File: src/rtl/scmp_bus_ctl_pkg.sv
// Shared types and default timing for the SC/MP external bus cycle controller.
package scmp_bus_pak;

  typedef enum logic [2:0] {
    ST_IDLE = 3'd0,
    ST_ARB  = 3'd1,
    ST_ADS  = 3'd2,
    ST_STB  = 3'd3,
    ST_DONE = 3'd4,
    ST_PARK = 3'd5
  } BUS_STATE_t;

  typedef struct packed {
    logic h;
    logic d;
    logic i;
    logic r;
  } BUS_FLAGS_t;

  localparam int T_ADS_DEF = 1;
  localparam int T_STB_DEF = 2;
  localparam int TO_W_DEF  = 8;

  // Status byte placed on the data bus while ADS is low.
  function automatic logic [7:0] ads_drive(input BUS_FLAGS_t f, input logic [3:0] addr_hi);
    return {f.r, f.i, f.d, f.h, addr_hi};
  endfunction

endpackage

File: src/rtl/scmp_bus_ctl_arb.sv
// BREQ/ENIN/ENOUT daisy-chain handshake; grant is combinational from the latched request.
module scmp_bus_arb (
  input  logic clk,
  input  logic rst,
  input  logic breq_set,
  input  logic breq_clr,
  input  logic enin,
  output logic breq_out,
  output logic enout,
  output logic grant
);

  // Request latch and registered pass-through of the enable chain.
  always_ff @(posedge clk) begin
    if (rst) begin
      breq_out <= 1'b0;
      enout    <= 1'b0;
    end else begin
      enout <= enin & ~breq_out;
      if (breq_set) begin
        breq_out <= 1'b1;
      end else if (breq_clr) begin
        breq_out <= 1'b0;
      end else begin
        breq_out <= breq_out;
      end
    end
  end

  assign grant = enin & breq_out;

endmodule

File: src/rtl/scmp_bus_ctl.sv
// Bus cycle controller: arbitration, ADS phase, RD/WR strobe with NHOLD wait states.
// Optional bus parking between cycles is enabled by defining SCMP_BUS_PARK_EN.
module scmp_bus_ctl
  import scmp_bus_pak::*;
#(
  parameter int T_ADS = T_ADS_DEF,
  parameter int T_STB = T_STB_DEF,
  parameter int TO_W  = TO_W_DEF
) (
  input  logic        clk,
  input  logic        rst,
  input  logic        req_valid,
  input  logic        req_rd,
  input  logic        req_wr,
  input  logic [3:0]  req_flags,
  input  logic [15:0] req_addr,
  input  logic [7:0]  req_wdata,
  output logic        req_done,
  output logic        req_err,
  output logic [7:0]  rsp_rdata,
  output logic        breq_out,
  input  logic        enin,
  output logic        enout,
  output logic        bus_ads_n,
  output logic        bus_rd_n,
  output logic        bus_wr_n,
  input  logic        bus_hold_n,
  output logic [11:0] bus_addr,
  output logic [7:0]  bus_db_out,
  output logic        bus_db_oe,
  input  logic [7:0]  bus_db_in
);

  localparam int PH_W = $clog2(T_ADS + T_STB + 1);
  localparam logic [PH_W-1:0] PH_MAX   = {PH_W{1'b1}};
  localparam logic [PH_W-1:0] ADS_LAST = PH_W'(T_ADS - 1);
  localparam logic [PH_W-1:0] STB_LAST = PH_W'(T_STB - 1);
  localparam logic [TO_W-1:0] HOLD_LAST = {{(TO_W-1){1'b1}}, 1'b0};

  BUS_STATE_t      state_r;
  logic [PH_W-1:0] phase_r;
  logic [TO_W-1:0] hold_r;
  logic            grant_s;
  logic            req_ok_s;
  logic            ads_go_s;
  logic            err_go_s;
  logic            stb_samp_s;
  logic            stb_end_s;
  logic            breq_set_s;
  logic            breq_clr_s;

  scmp_bus_arb u_arb (
    .clk      (clk),
    .rst      (rst),
    .breq_set (breq_set_s),
    .breq_clr (breq_clr_s),
    .enin     (enin),
    .breq_out (breq_out),
    .enout    (enout),
    .grant    (grant_s)
  );

  assign req_ok_s   = req_valid & (req_rd ^ req_wr);
  assign stb_samp_s = (state_r == ST_STB) && (phase_r >= STB_LAST);
  assign stb_end_s  = stb_samp_s && (bus_hold_n || (hold_r == HOLD_LAST));

  // Transition qualifiers shared by the FSM and the arbiter request latch.
  always_comb begin
    ads_go_s   = 1'b0;
    err_go_s   = 1'b0;
    breq_set_s = 1'b0;
    breq_clr_s = 1'b0;
    if (state_r == ST_ARB) begin
      ads_go_s = grant_s;
    end else if (state_r == ST_IDLE) begin
      err_go_s   = req_valid & ~req_ok_s;
      breq_set_s = req_ok_s;
    end else begin
      ads_go_s = 1'b0;
    end
`ifdef SCMP_BUS_PARK_EN
    if (state_r == ST_PARK) begin
      ads_go_s   = enin & req_ok_s;
      err_go_s   = enin & req_valid & ~req_ok_s;
      breq_clr_s = ~enin;
    end else begin
      breq_clr_s = 1'b0;
    end
`else
    breq_clr_s = stb_end_s;
`endif
  end

  // Cycle FSM with phase/hold counters and registered pin outputs.
  always_ff @(posedge clk) begin
    if (rst) begin
      state_r    <= ST_IDLE;
      phase_r    <= {PH_W{1'b0}};
      hold_r     <= {TO_W{1'b0}};
      req_done   <= 1'b0;
      req_err    <= 1'b0;
      rsp_rdata  <= 8'h00;
      bus_ads_n  <= 1'b1;
      bus_rd_n   <= 1'b1;
      bus_wr_n   <= 1'b1;
      bus_addr   <= 12'h000;
      bus_db_out <= 8'h00;
      bus_db_oe  <= 1'b0;
    end else begin
      req_done <= 1'b0;
      req_err  <= 1'b0;
      phase_r  <= (phase_r == PH_MAX) ? phase_r : phase_r + PH_W'(1);
      if (ads_go_s) begin
        state_r    <= ST_ADS;
        phase_r    <= {PH_W{1'b0}};
        bus_ads_n  <= 1'b0;
        bus_addr   <= req_addr[11:0];
        bus_db_out <= ads_drive(BUS_FLAGS_t'(req_flags), req_addr[15:12]);
        bus_db_oe  <= 1'b1;
      end else if (err_go_s) begin
        state_r  <= ST_DONE;
        phase_r  <= {PH_W{1'b0}};
        req_done <= 1'b1;
        req_err  <= 1'b1;
      end else begin
        case (state_r)
          ST_IDLE: begin
            if (req_valid) begin
              state_r <= ST_ARB;
              phase_r <= {PH_W{1'b0}};
            end
          end
          ST_ARB: begin
            state_r <= ST_ARB;
          end
          ST_ADS: begin
            if (phase_r == ADS_LAST) begin
              state_r   <= ST_STB;
              phase_r   <= {PH_W{1'b0}};
              hold_r    <= {TO_W{1'b0}};
              bus_ads_n <= 1'b1;
              bus_rd_n  <= ~req_rd;
              bus_wr_n  <= ~req_wr;
              bus_db_oe <= req_wr;
              if (req_wr) begin
                bus_db_out <= req_wdata;
              end
            end
          end
          ST_STB: begin
            if (stb_end_s) begin
              state_r   <= ST_DONE;
              phase_r   <= {PH_W{1'b0}};
              req_done  <= 1'b1;
              bus_rd_n  <= 1'b1;
              bus_wr_n  <= 1'b1;
              bus_db_oe <= 1'b0;
              if (!bus_hold_n) begin
                req_err   <= 1'b1;
                rsp_rdata <= 8'hFF;
              end else if (req_rd) begin
                rsp_rdata <= bus_db_in;
              end
            end else if (stb_samp_s) begin
              hold_r <= hold_r + TO_W'(1);
            end
          end
          ST_DONE: begin
            phase_r <= {PH_W{1'b0}};
`ifdef SCMP_BUS_PARK_EN
            state_r <= breq_out ? ST_PARK : ST_IDLE;
`else
            state_r <= ST_IDLE;
`endif
          end
          ST_PARK: begin
            if (!enin) begin
              state_r <= ST_IDLE;
              phase_r <= {PH_W{1'b0}};
            end
          end
          default: begin
            state_r <= ST_IDLE;
          end
        endcase
      end
    end
  end

endmodule

File: config.mk
export PLATFORM = sky130hd
export DESIGN_NAME = scmp_bus_ctl
export DESIGN_NICKNAME = d
export VERILOG_FILES = /design/src/rtl/scmp_bus_ctl_pkg.sv /design/src/rtl/scmp_bus_ctl_arb.sv /design/src/rtl/scmp_bus_ctl.sv
export SDC_FILE = /design/constraint.sdc
export NUM_CORES = 1
export LEC_CHECK = 0
export CAP_MARGIN = 25
export CORE_MARGIN = 2
export CORE_UTILIZATION = 45
export DETAILED_ROUTE_END_ITERATION = 8
export PLACE_DENSITY = 0.86
export SYNTH_ARGS = -nofsm -noshare
export SYNTH_HDL_FRONTEND = slang
export SYNTH_SLANG_ARGS = --single-unit
export TNS_END_PERCENT = 30
File: constraint.sdc
create_clock -name clk -period 2.1 [get_ports clk]
set_input_delay 0.42 -clock clk [delete_from_list [all_inputs] [get_ports clk]]
set_output_delay 0.42 -clock clk [all_outputs]
set_load 0.01 [all_outputs]
---- Word-level counts from Yosys, hierarchy flattened ----
Cells that the tools add are included.
operators by class
  add/subtract/negate cells ............... 2
  $lt $le $gt $ge ......................... 1
  equal/unequal tests ..................... 25
  multiplexer cells ....................... 51
  bitwise logic cells ..................... 11
  reductions and logical operators ........ 22
operator list
  kind                   number
  $mux W8                10
  $mux W1                24
  $reduce_and A4 Y1      5
  $ne A3 B3 Y1 const B   6
  $ne A2 B2 Y1 const B   8
  $ne A4 B4 Y1 const B   4
  $pmux W8 S2            1
  $mux W3                5
  $pmux W3 S5            1
  $mux W2                6
  $pmux W2 S5            1
  $reduce_and A5 Y1      2
  $reduce_bool A2 Y1     5
  $add A8 B1 Y8 const B  1
  $eq A8 B8 Y1 const B   1
  $eq A3 B2 Y1 const B   2
  $eq A3 B3 Y1 const B   2
  $not A1 Y1             6
  $pmux W1 S2            3
  $reduce_and A6 Y1      1
  $and A1 B1 Y1          4
  $eq A3 B1 Y1 const B   1
  $logic_not A3 Y1       1
  $reduce_and A3 Y1      1
  other kinds (10)       11
word-level totals
  flip-flop bits (word level) ............. 49
  bits of input ports ..................... 43
  output and inout port bits .............. 36
  logic and storage cells ................. 128

---- Depth between registers and ports, before layout ----
Gate-level depths: netlist of run 1.
  depth in word-level cells ............... 8
  mapped depth ............................ 9
  depth with buffers taken out ............ 7

---- Modules after synthesis ----
Synthesis of run 1 repeated with hierarchy kept, for this count alone.
second synthesis, totals
  cells, all modules ...................... 274
  area total of the unflattened synthesis .. 2346.0 sq um
by module, submodules not included
  module        times used  cells an instance  area each (sq um)  seq. area each (sq um)
  scmp_bus_ctl  1           267                2273.4             940.9
  scmp_bus_arb  1           7                  72.6               40.0

---- Worst setup path after synthesis of run 1 ----
No wires, ideal clock.
  kind .................................... reg2reg
  from .................................... register state_r[2]
  to ...................................... register hold_r[6]
  library setup time ...................... 0.070 ns
  arrival time ............................ 1.656 ns
  required time ........................... 2.030 ns
  path slack .............................. 0.374 ns
  cell stages (with the launch flop) ...... 10
  path buffers ............................ 2
  clock period less this slack ............ 1.726 ns
  path through ............................ dfxtp_1 -> buf_4 -> inv_1 -> ha_1 -> clkbuf_1 -> nand4_1 -> a21oi_1 -> o211ai_1 -> or3_1 -> a21oi_1
on the way
  word-level cells in the longest chain between the ends .. 5
  elaborated cells on any way between the ends .. 17
  those cells by class .................... eq/ne (6); mux (4); bitwise (2); reduce/logical (5)
ends and longest elaborated chain
  what                                                                RTL line                                                     text
  from (decl)                                                         scmp_bus_ctl.sv:40                                           BUS_STATE_t state_r;
  from (signal assigned)                                              scmp_bus_ctl.sv:97                                           state_r <= ST_IDLE;
  from (signal assigned)                                              scmp_bus_ctl.sv:114                                          state_r <= ST_ADS;
  from (signal assigned)                                              scmp_bus_ctl.sv:121                                          state_r <= ST_DONE;
  $eq A3 B2 Y1 / $logic_not A3 Y1 (equally long branches)             scmp_bus_ctl.sv:64, scmp_bus_ctl.sv:126, scmp_bus_ctl.sv:75
  $logic_and A1 B1 Y1 / $mux W1 (equally long branches)               scmp_bus_ctl.sv:64, scmp_bus_ctl.sv:75
  $logic_and A1 B1 Y1 / $mux W1 (equally long branches)               scmp_bus_ctl.sv:65, scmp_bus_ctl.sv:73
  $ne A2 B2 Y1 (no source line) / $not A1 Y1 (equally long branches)  --
  $reduce_and A6 Y1 (no source line)                                  --
  to (signal assigned)                                                scmp_bus_ctl.sv:99                                           hold_r <= {TO_W{1'b0}};
  to (signal assigned)                                                scmp_bus_ctl.sv:140                                          hold_r <= {TO_W{1'b0}};
  to (signal assigned)                                                scmp_bus_ctl.sv:165                                          hold_r <= hold_r + TO_W'(1);
  to (decl)                                                           scmp_bus_ctl.sv:42                                           logic [TO_W-1:0] hold_r;
Parallel ways exist; a longest one is shown, timed or not.
A chain may end at the register's enable or synchronous reset.

---- Final worst setup path of run 1 ----
  from .................................... register state_r[1]
  to ...................................... register hold_r[5]
Same word-level chain as after synthesis.

==> out/metrics.cfg, run 1 <==
[cts]
clock_path_buffers = 2
cts_hold_buffers = 0
clock_latency_ns = 0.30
path_clk_slew_ns = 0.09
cts-root-buf = clkbuf_8
cts_resized = 0
numCtsBuffers = 5
h-tree-depth = 2
cts_setup_buffers = 0
cts_sinks = 49
cts_tree = built

[timing]
layout_min_cycle_time_ns = 1.91
hold_viol = 0
slew_viol_final = 0
rsz0062_at_grt = false
fmax_ghz = 0.525
post-route-period-util = 0.907
slew_headroom = 0.681
worst-slew-pin-transition_ns = 0.477
clock_skew_ns = 0.00503
setup_violations = 0

[global_routing]
grt_util_all_layers = 0.208
overflow = 0
grt_pass1_vias = 2040
grt_pass1_wl_um = 9270
grt_antenna_before_repair = 0
grt_start_max_net_pins = 24

[finish]
synthToLayoutAreaGrowth_pct = 45.1
register_area_um2 = 981
design_area_um2 = 3360
nNetsFinal = 408
antenna_cells = 0
fill_cells = 446
multi_input_area_um2 = 1180
final_cells = 432
drive_above_1_share = 0.113

[floorplan]
io_pins = 79
start_util = 0.459
die_h_um = 75.7
dieArea_um2 = 5730
die_width_um = 75.7
rows = 26
core_region_area_um2 = 5040

[power_and_ir_drop]
power.density_nw_per_um2 = 606
total_power_uw = 2030
cellLeakagePower_uw = 0.00121
peakVddDrop_mv = 0.401

[worst_setup_path]
crit_path_start_kind = flip-flop
endpoint_kind = flip-flop
cp_max_fo = 10
slowest_delay_ns = 0.58
crit_slowest_cell = dfxtp_1
cp_cell_sequence = ha_1 > and3_1 > nand4_1 > or3_1 > a21oi_1
crit_type = flip-flop to flip-flop
cp.buffers_inverters = 0
cp.required_ns = 2.34
worst_ep_arrival_time_ns = 2.14
cp_top_family = simple AND/OR/NAND/NOR gates

[place]
gp_congestion = 0.906
place_inst = 424
portBuffers = 78
dp_hpwl_um = 4340
dpl_cell_area_um2 = 3240

[logic_synthesis]
ys.flop_type = dfxtp_1
synth_most_common_cell = nand2_1
netlist_instances = 275
ys_seq_area_frac = 0.424
syn_area_um2 = 2310
synth_nets = 322
synth.top_cells.by_area = dfxtp_1 42%, nand2_1 9.1%, a311oi_1 5.7%
async_flop_share = 0
yosysUniqueCellTypes = 48
ys_ff_latch = 49
synth_edf_count = 0
yosysWarningCount = 0
synth_top_cell_by_area = dfxtp_1
syn_area_per_cell_um2 = 8.42
synth_top_cell_area_share = 0.424
ys_top_cells_by_count = 56 x nand2_1, 49 x dfxtp_1, 24 x nor2_1, 23 x a21oi_1, 15 x a311oi_1

[detailed_routing]
remaining_drc_errors = 0
routed_wl_um = 5810
viasPerCell = 5.31
routedWlPerCell_um = 13.4
vias = 2294
postRouteAntennaNets = 0
drtIter0Drc = 125
dr.pass1.iters = 4

[hold_path]
hold_path_class = flip-flop to flip-flop

[job]
drv_cap = 0

[run_status]
status = finished, final reports clean

path summary, 6_finish.rpt:
kind	startpoint	end	slack [ns]	cells past startpoint
max	state_r[1]	hold_r[5]	0.19	5
min reg2reg	bus_addr[9]	bus_addr[9]	0.46	2
min	bus_addr[9]	bus_addr[9]	0.46	2
max reg2reg	state_r[1]	hold_r[5]	0.19	5
state kept, by name, indices dropped and copies added, names as in the netlist:
register        flops
state_r             3
rsp_rdata           8
bus_db_out          8
bus_wr_n            1
u_arb.enout         1
bus_rd_n            1
req_done            1
bus_ads_n           1
hold_r              8
req_err             1
u_arb.breq_out      1
phase_r             2
bus_addr           12
bus_db_oe           1
cells in the final DEF (no fill, tap or decap), drive strengths merged, types with 4 or more instances in the layout:
master	count
o211ai	4
a21oi	24
nor2	24
buf	17
a211oi	4
ha	4
dfxtp	49
nand3	6
o21ai	7
or3	5
nor3	4
nand2	58
inv	14
clkdlybuf4s50	78
clkbuf	6
a311oi	17
and3	5
power breakdown:
part           internal [µW]  leakage (µW)  switching [µW]
clock                    387     0.0000574             314
combinational            186      0.000758             157
sequential               956      0.000396            33.4
through the flow:
stage | setup slack, ns | setup TNS, ns | utilization | hold WS [ns]
2_1_floorplan | 0.374 | 0 | - | 0.472
3_3_place_gp | 0.00656 | 0 | 0.642 | 0.442
3_5_place_dp | -0.0272 | -0.0272 | 0.642 | 0.446
4_1_cts | 0.213 | 0 | 0.666 | 0.458
5_1_grt | 0.0177 | 0 | 0.666 | 0.473
6_report | 0.195 | 0 | 0.666 | 0.456
worst reg2reg max path, cell delays in order (launching register included):
cell,delay [ns]
dfxtp_1,0.58
ha_1,0.39
and3_1,0.23
nand4_1,0.13
or3_1,0.37
a21oi_1,0.14
kinds of logic (layout without fill, tap and decap cells):
| logic type | count (synthesis) | after routing | synth area share |
|---|---|---|---|
| buf+inv | 30 | 117 | 0.0649 |
| simple gates | 117 | 117 | 0.246 |
| mux | 1 | 1 | 0.00432 |
| fa+ha+maj | 4 | 4 | 0.0216 |
| compound gates | 72 | 72 | 0.231 |
| xor+xnor | 2 | 2 | 0.00757 |
| flops | 49 | 49 | 0.424 |
area by class of cell:
cell class              instances  area share
flip-flops and latches         49       0.292
clock inverters                 2      0.0112
inverters                      14      0.0156
repair buffers                 95       0.278
multi-input cells             196       0.352
clock buffers                   6      0.0246
well taps                      70      0.0261
metal layers:
layer,track usage,vias to the layer above,wire length [µm]
li1,-,1145,-
met1,0.267,1066,2600
met2,0.349,76,2780
met3,0.0476,7,358
met4,0.0585,0,71
met5,0,-,0
(Power assumes the default switching activity.)
==> run 2: changes to the inputs <==
CTS_BUF_LIST = sky130_fd_sc_hd__clkbuf_4 sky130_fd_sc_hd__clkbuf_8 sky130_fd_sc_hd__clkbuf_16   (was default)
==> results of run 2 <==
No change in the layout: final DEF, timing and power equal those of run 1.
